## src/rtl/colparity_pkg.sv

```systemverilog
// Shared types for the column-parity control unit: state encoding, control
// word layout and the Moore decode from state to control word.
package colparity_pkg;

    localparam int SLICES_DEF = 64;
    localparam int LANES_DEF  = 25;

    typedef enum logic [3:0] {
        IDLE,
        INIT,
        LOAD_CURR,
        PAR1,
        LOAD_PRE,
        PAR2,
        WRITE,
        READ,
        DONE
    } state_t;

    typedef struct packed {
        logic ready;
        logic busy;
        logic done;
        logic ld_x;
        logic curr_in_sel;
        logic pre_in_sel;
        logic ld_m;
        logic parity_en;
        logic mem_write;
        logic mem_read;
    } ctrl_t;

    function automatic ctrl_t decode(state_t s);
        ctrl_t c;
        c             = '0;
        c.ready       = (s == IDLE);
        c.busy        = (s != IDLE) && (s != DONE);
        c.done        = (s == DONE);
        c.ld_x        = (s == LOAD_CURR) || (s == LOAD_PRE);
        c.curr_in_sel = (s == LOAD_CURR);
        c.pre_in_sel  = (s == LOAD_PRE);
        c.ld_m        = (s == LOAD_PRE);
        c.parity_en   = (s == PAR1) || (s == PAR2);
        c.mem_write   = (s == WRITE);
        c.mem_read    = (s == READ);
        return c;
    endfunction

endpackage

```

## src/rtl/colparity_ctrl_gen_mod_counter.sv

```systemverilog
// Modulo-MOD up counter with synchronous clear; co flags the terminal count
// and the counter wraps to zero when incremented there.
module mod_counter #(
    parameter  int MOD = 4,
    localparam int W   = (MOD > 1) ? $clog2(MOD) : 1
) (
    input  logic         clk,
    input  logic         rst,
    input  logic         clr,
    input  logic         inc,
    output logic [W-1:0] cnt,
    output logic         co
);

    assign co = (cnt == W'(MOD - 1));

    always_ff @(posedge clk) begin
        if (rst || clr)
            cnt <= '0;
        else if (inc)
            cnt <= co ? '0 : cnt + W'(1);
    end

endmodule

```

## src/rtl/colparity_ctrl_gen.sv

```systemverilog
// Column-parity sequencer: walks SLICES slices, LANES lanes per parity pass,
// with optional second pass over the previous slice and a stallable memory handshake.
module colparity_ctrl_gen
    import colparity_pkg::*;
#(
    parameter  int SLICES  = SLICES_DEF,
    parameter  int LANES   = LANES_DEF,
    localparam int SLICE_W = $clog2(SLICES),
    localparam int LANE_W  = $clog2(LANES)
) (
    input  logic               clk,
    input  logic               rst,
    input  logic               start,
    input  logic               mode,
    input  logic               abort,
    input  logic               mem_ack,
    output logic               ready,
    output logic               busy,
    output logic               done,
    output logic               ld_x,
    output logic               curr_in_sel,
    output logic               pre_in_sel,
    output logic               ld_m,
    output logic               parity_en,
    output logic               mem_write,
    output logic               mem_read,
    output logic [SLICE_W-1:0] slice_idx,
    output logic [SLICE_W-1:0] prev_slice_idx,
    output logic [LANE_W-1:0]  lane_idx
);

    state_t state, state_nx;
    ctrl_t  ctl_q;
    logic   mode_q;
    logic   kill;
    logic   slice_clr, slice_inc, slice_co;
    logic   lane_clr, lane_inc, lane_co;

    // abort is meaningless in IDLE so that a coincident start still wins
    assign kill = abort && (state != IDLE);

    always_comb begin
        state_nx = state;
        if (kill) begin
            state_nx = IDLE;
        end else begin
            case (state)
                IDLE:      if (start) state_nx = INIT;
                INIT:      state_nx = LOAD_CURR;
                LOAD_CURR: state_nx = PAR1;
                PAR1:      if (lane_co) state_nx = mode_q ? WRITE : LOAD_PRE;
                LOAD_PRE:  state_nx = PAR2;
                PAR2:      if (lane_co) state_nx = WRITE;
                WRITE:     if (mem_ack) state_nx = READ;
                READ:      if (mem_ack) state_nx = slice_co ? DONE : LOAD_CURR;
                DONE:      state_nx = IDLE;
                default:   state_nx = IDLE;
            endcase
        end
    end

    assign slice_clr = kill || (state == INIT);
    assign slice_inc = (state == READ) && mem_ack && !slice_co;
    assign lane_clr  = kill || (state == LOAD_CURR) || (state == LOAD_PRE);
    assign lane_inc  = (state == PAR1) || (state == PAR2);

    // Control word is decoded from the next state so outputs stay Moore but registered
    always_ff @(posedge clk) begin
        if (rst) begin
            state  <= IDLE;
            mode_q <= 1'b0;
            ctl_q  <= decode(IDLE);
        end else begin
            state <= state_nx;
            ctl_q <= decode(state_nx);
            if (state == IDLE && start)
                mode_q <= mode;
        end
    end

    mod_counter #(.MOD(SLICES)) u_slice_cnt (
        .clk (clk),
        .rst (rst),
        .clr (slice_clr),
        .inc (slice_inc),
        .cnt (slice_idx),
        .co  (slice_co)
    );

    mod_counter #(.MOD(LANES)) u_lane_cnt (
        .clk (clk),
        .rst (rst),
        .clr (lane_clr),
        .inc (lane_inc),
        .cnt (lane_idx),
        .co  (lane_co)
    );

    assign prev_slice_idx = (slice_idx == '0) ? SLICE_W'(SLICES - 1)
                                              : slice_idx - SLICE_W'(1);

    assign ready       = ctl_q.ready;
    assign busy        = ctl_q.busy;
    assign done        = ctl_q.done;
    assign ld_x        = ctl_q.ld_x;
    assign curr_in_sel = ctl_q.curr_in_sel;
    assign pre_in_sel  = ctl_q.pre_in_sel;
    assign ld_m        = ctl_q.ld_m;
    assign parity_en   = ctl_q.parity_en;
    assign mem_write   = ctl_q.mem_write;
    assign mem_read    = ctl_q.mem_read;

    a_lane_range: assert property (@(posedge clk) disable iff (rst)
        lane_idx <= LANE_W'(LANES - 1));
    a_slice_range: assert property (@(posedge clk) disable iff (rst)
        slice_idx <= SLICE_W'(SLICES - 1));

endmodule

```

## config.mk

```make
export PLATFORM = sky130hd
export DESIGN_NAME = colparity_ctrl_gen
export DESIGN_NICKNAME = d
export VERILOG_FILES = /design/src/rtl/colparity_pkg.sv /design/src/rtl/colparity_ctrl_gen_mod_counter.sv /design/src/rtl/colparity_ctrl_gen.sv
export SDC_FILE = /design/constraint.sdc
export NUM_CORES = 1
export LEC_CHECK = 0
export CORE_ASPECT_RATIO = 1.75
export CORE_MARGIN = 2
export CORE_UTILIZATION = 53
export CTS_CLUSTER_SIZE = 25
export DETAILED_ROUTE_END_ITERATION = 10
export MAX_ROUTING_LAYER = met4
export PLACE_DENSITY = 0.84
export SKIP_CTS_REPAIR_TIMING = 1
export SYNTH_ARGS = -nofsm -noshare
export SYNTH_HDL_FRONTEND = slang
export SYNTH_SLANG_ARGS = --single-unit
```

## constraint.sdc

```tcl
create_clock -name clk -period 4.7 [get_ports clk]
set_input_delay 0.47 -clock clk [delete_from_list [all_inputs] [get_ports clk]]
set_output_delay 0.47 -clock clk [all_outputs]
set_load 0.02 [all_outputs]
```

# == Word level (Yosys, flattened, before mapping) ==
# Index checks and enable logic that the tools add are counted.
# op_classes
addsub,3
eq_ne,17
n_mux,12
n_reduce_logical,19
# ops
operator,count
$eq A4 B3 Y1 const B,8
$pmux W4 S8,1
$mux W4,7
$eq A4 B2 Y1 const B,4
$mux W6,2
$logic_not A4 Y1,2
$logic_or A1 B1 Y1,8
$reduce_bool A4 Y1,2
$add A6 B1 Y6 const B,1
$eq A6 B6 Y1 const B,1
$logic_not A6 Y1,1
$sub A6 B1 Y6 const B,1
$add A5 B1 Y5 const B,1
$eq A5 B5 Y1 const B,1
$logic_and A1 B1 Y1,5
$mux W5,1
$eq A4 B1 Y1 const B,1
$eq A4 B4 Y1 const B,1
$ne A4 B4 Y1 const B,1
$mux W2,1
$logic_not A1 Y1,1
# word_totals
register_bits,25
output_inout_bits,27

# == Depth between registers and ports, before layout ==
# logic_depth
word_depth,7
mapped_depth,7
depth_no_buf,7

# == Cells and area by module ==
# A second synthesis with hierarchy kept.
# hier_totals
hier_cells,161
area_unflattened_um2,1380.1
# modules_own_cells
module,instances,cells_per_inst,area_per_inst_um2,seq_area_each_um2
colparity_ctrl_gen,1,101,822.0,280.3
mod_counter (u_slice_cnt),1,30,280.3,120.1
mod_counter (u_lane_cnt),1,30,277.8,100.1

# == Worst setup path before layout ==
# No wires, ideal clock.
# synth_path
path_kind,register to output
startpoint,register u_slice_cnt.cnt[0]
endpoint,output port prev_slice_idx[4]
arrival_time_ns,1.645
t_required_ns,4.230
path_slack_ns,2.585
path_stages_with_launch,6
path_cell_list,dfxtp_1 -> clkbuf_1 -> inv_1 -> ha_1 -> and3_1 -> o21ai_0
# synth_between
elab_chain_len,2
elab_cells_between_ends,3
classes_between,add/sub (1); mux (1); reduce/logical (1)
# synth_rtl
item,line,rtl
start: declaration,colparity_ctrl_gen_mod_counter.sv:11,"output logic [W-1:0] cnt,"
start signal: assignment,colparity_ctrl_gen_mod_counter.sv:21,cnt <= co ? '0 : cnt + W'(1);
$sub A6 B1 Y6 / $logic_not A6 Y1 (equally long branches),"colparity_ctrl_gen.sv:100, colparity_ctrl_gen.sv:99",
$mux W6 (*),colparity_ctrl_gen.sv:99,assign prev_slice_idx = (slice_idx == '0) ? SLICE_W'(SLICES - 1)
end: declaration,colparity_ctrl_gen.sv:28,"output logic [SLICE_W-1:0] prev_slice_idx,"
# Mark *: on every way between the ends. The rest lies on a longest branch, timed or not.

# == Final worst setup path ==
# Same ends and word-level chain as after synthesis.

==> reports/results.txt <==
Result of the run: finished, final reports clean
Ranking of synthesized cells by area: sky130_fd_sc_hd__dfxtp_1, sky130_fd_sc_hd__nor2_1, sky130_fd_sc_hd__ha_1
Placeable Area: 2490 um2
Transition at the pin with the smallest max-transition slack: 0.577 ns
Area Growth Syn to Fin: 24.4%
Top achievable clock speed: 389 MHz
Net count after synthesis: 168
Root buffer cell: sky130_fd_sc_hd__clkbuf_8
Die area: 3090 um2
Relative slew slack: 61.2%
Critical path class: flip-flop to primary output
Number of enable flip-flop cells after synthesis: 0
Overflow left after global routing: 0
Number of inserted diodes: 0
Dominant cell by count in the synthesized netlist: sky130_fd_sc_hd__dfxtp_1
CTS sink cnt: 25
Leakage dissipation: 0.588 nW
Pint: 323 uW
Post-route setup TNS: 0 ns
Period utilisation layout: 54.7%
Register clock-pin slew on the reported worst setup and hold paths: 0.09 ns
Min Tclk post-route: 2.57 ns
Clock latency on the worst-skew pair: 0.28 ns
Layout Nets: 197
Worst-case hold slack: 0.476 ns
Top flip-flop cell by instance count after synthesis: sky130_fd_sc_hd__dfxtp_1
Highest fanout seen on the critical path: 9
Fin. Hold Viols: 0
Initial antenna violation count: 0
Wire length of the first global-routing pass: 5.36 mm
Distinct cell type count after synthesis: 48
Detailed-route wire length: 3.22 mm
Largest net degree at the start of global routing: 16
Register share of total power: 51.0%
Fraction of synthesis flops using an asynchronous set or reset pin: 0%
Number of detailed-route iterations in the first pass: 4
Final-report setup violation count: 0
Portion of total power attributed to the clock network: 29.0%
Cts bufs inserted: 3
Seq cells post-synth: 25
Logic pwr share: 20.0%
Arrival @ worst endpoint: 2.10 ns
Maxcap violations: 0
Floorplan row count: 24
Element type at the critical path end: primary output
TritonCTS clock tree: done
Dominant cell type by area after synthesis: sky130_fd_sc_hd__dfxtp_1
Power dissipated by switching net loads: 134 uW
Worst hold path type: flip-flop to flip-flop
Clock Skew: 0.00325 ns
Io pins: 33
Worst IR Drop VDD: 207 uV
Unrepaired setup endpoints after global routing: no
Synth Warn #: 0
Share of the yosys chip area belonging to registers: 35.7%
Placed wire-length estimate after detailed placement: 2.50 mm
PwrDens: 262 nW/um2
Req. time, crit path: 4.23 ns
Post-synth top area share: 35.7%
Total Routing Usage GR: 23.2%
Die height: 72.1 um
Gate count of the mapped netlist: 157
DRT antenna net count: 0
H-tree levels: 1
Sw frac: 29.3%
GPL Wtd Cong: 0.815
Combined area of all synthesized cells: 1400 um2
Critical Path Start Type: flip-flop
Ranking of synthesized cells by instance count: sky130_fd_sc_hd__dfxtp_1, sky130_fd_sc_hd__nor2_1, sky130_fd_sc_hd__nand2_1
Port buffer count: 32
Avg Synthesized Cell Area: 8.93 um2
Starting utilization of the core area: 56.3%
Max-slew violation total from the final report: 0
Via-to-Cell Ratio: 5.88
Total via count after detailed routing: 1240
Number of remaining DRC errors: 0
Number of DRC markers in iteration 0: 38
Proportion of layout cells with a drive suffix above 1: 11.4%
Mean routed wirelength per cell: 15.2 um
Horizontal die dimension: 42.9 um
Maximum clock insertion buffer count: 2
Vias in the first global route: 1255
[cell usage in the layout (no fill, tap or decap), types with 2 or more instances in the layout]
cell type                         instances
sky130_fd_sc_hd__o21ai_0                  4
sky130_fd_sc_hd__a21oi_1                  4
sky130_fd_sc_hd__nand3b_1                 2
sky130_fd_sc_hd__clkbuf_8                 3
sky130_fd_sc_hd__nor2_2                   2
sky130_fd_sc_hd__nor4_1                   2
sky130_fd_sc_hd__nand2b_1                 2
sky130_fd_sc_hd__nor4_2                   2
sky130_fd_sc_hd__inv_1                    6
sky130_fd_sc_hd__and3_1                   2
sky130_fd_sc_hd__a211oi_2                 2
sky130_fd_sc_hd__mux2i_1                  2
sky130_fd_sc_hd__nand4_1                  5
sky130_fd_sc_hd__nor2_1                  20
sky130_fd_sc_hd__clkdlybuf4s50_1         32
sky130_fd_sc_hd__nand2_1                 13
sky130_fd_sc_hd__xor2_1                   6
sky130_fd_sc_hd__dfxtp_1                 25
sky130_fd_sc_hd__xnor2_1                  5
sky130_fd_sc_hd__a31oi_1                  2
sky130_fd_sc_hd__and2_1                   3
sky130_fd_sc_hd__nor3_1                   7
sky130_fd_sc_hd__ha_1                     5
sky130_fd_sc_hd__nand3_1                  3
sky130_fd_sc_hd__o21bai_1                 4
[per-stage QoR]
stage | util, % | cells | setup WS [ns] | area (um2) | power [mW]
2_1_floorplan | - | 157 | 2.59 | 1400 | 0.301
3_3_place_gp | 68.1 | 207 | 2.50 | 1700 | 0.324
3_5_place_dp | 68.1 | 207 | 2.43 | 1700 | 0.328
4_1_cts | 70.0 | 211 | 2.13 | 1750 | 0.458
5_1_grt | 70.0 | 211 | 1.98 | 1750 | 0.475
6_report | 70.0 | 211 | 2.13 | 1750 | 0.457
[area by class of cell]
class | instances | area [um2]
flip-flops and latches | 25 | 500
clock buffers | 3 | 41.3
well taps | 26 | 32.5
inverters | 6 | 22.5
fillers | 207 | 747
clock inverters | 1 | 7.51
multi-input cells | 118 | 821
repair buffers | 32 | 320
[final timing paths]
kind,endpoint,depth (start not counted),start,slack [ns]
worst max register to register,ld_m,5,state[1],2.73
worst min register to register,mode_q,2,mode_q,0.48
worst max-delay path,prev_slice_idx[4],5,u_slice_cnt.cnt[0],2.13
worst min-delay path,mode_q,2,mode_q,0.48
[routing by layer]
layer | wire, um | up-vias | global-route usage (%) | share of wire [%]
met5 | 0 | - | - | 0
met1 | 1080 | 556 | 20.2 | 33
li1 | - | 611 | - | -
met2 | 1840 | 55 | 43.8 | 57
met4 | 178 | 0 | 16.0 | 5.5
met3 | 126 | 18 | 2.74 | 3.9
[power by group through the flow]
stage	clock [mW]	combinational, mW	sequential (mW)
finish	0.133	0.0913	0.233
global route	0.142	0.0985	0.234
CTS	0.134	0.0915	0.233
detailed placement	0	0.0907	0.237
global placement	0	0.0872	0.237
floorplan	0	0.0628	0.239
[sequential cells by signal, indices dropped and copies added, names as in the netlist]
name,cells
busy,1
curr_in_sel,1
done,1
ld_m,1
ld_x,1
mem_read,1
mem_write,1
mode_q,1
parity_en,1
ready,1
state,4
u_lane_cnt.cnt,5
u_slice_cnt.cnt,6
[worst max-delay path: stages (launching register included)]
cell	delay, ns
sky130_fd_sc_hd__dfxtp_1	0.51
sky130_fd_sc_hd__inv_1	0.11
sky130_fd_sc_hd__ha_1	0.25
sky130_fd_sc_hd__and3_1	0.17
sky130_fd_sc_hd__o21ai_0	0.15
sky130_fd_sc_hd__clkdlybuf4s50_1	0.63
[logic make-up after synthesis]
logic type | after synthesis | share of synthesized area, %
mux | 3 | 2.23
buf+inv | 14 | 5.80
compound gates | 26 | 15.7
simple gates | 73 | 29.3
flops | 25 | 35.7
xor+xnor | 11 | 6.87
fa+ha+maj | 5 | 4.46
No activity file was read; power rests on OpenSTA's default activity.
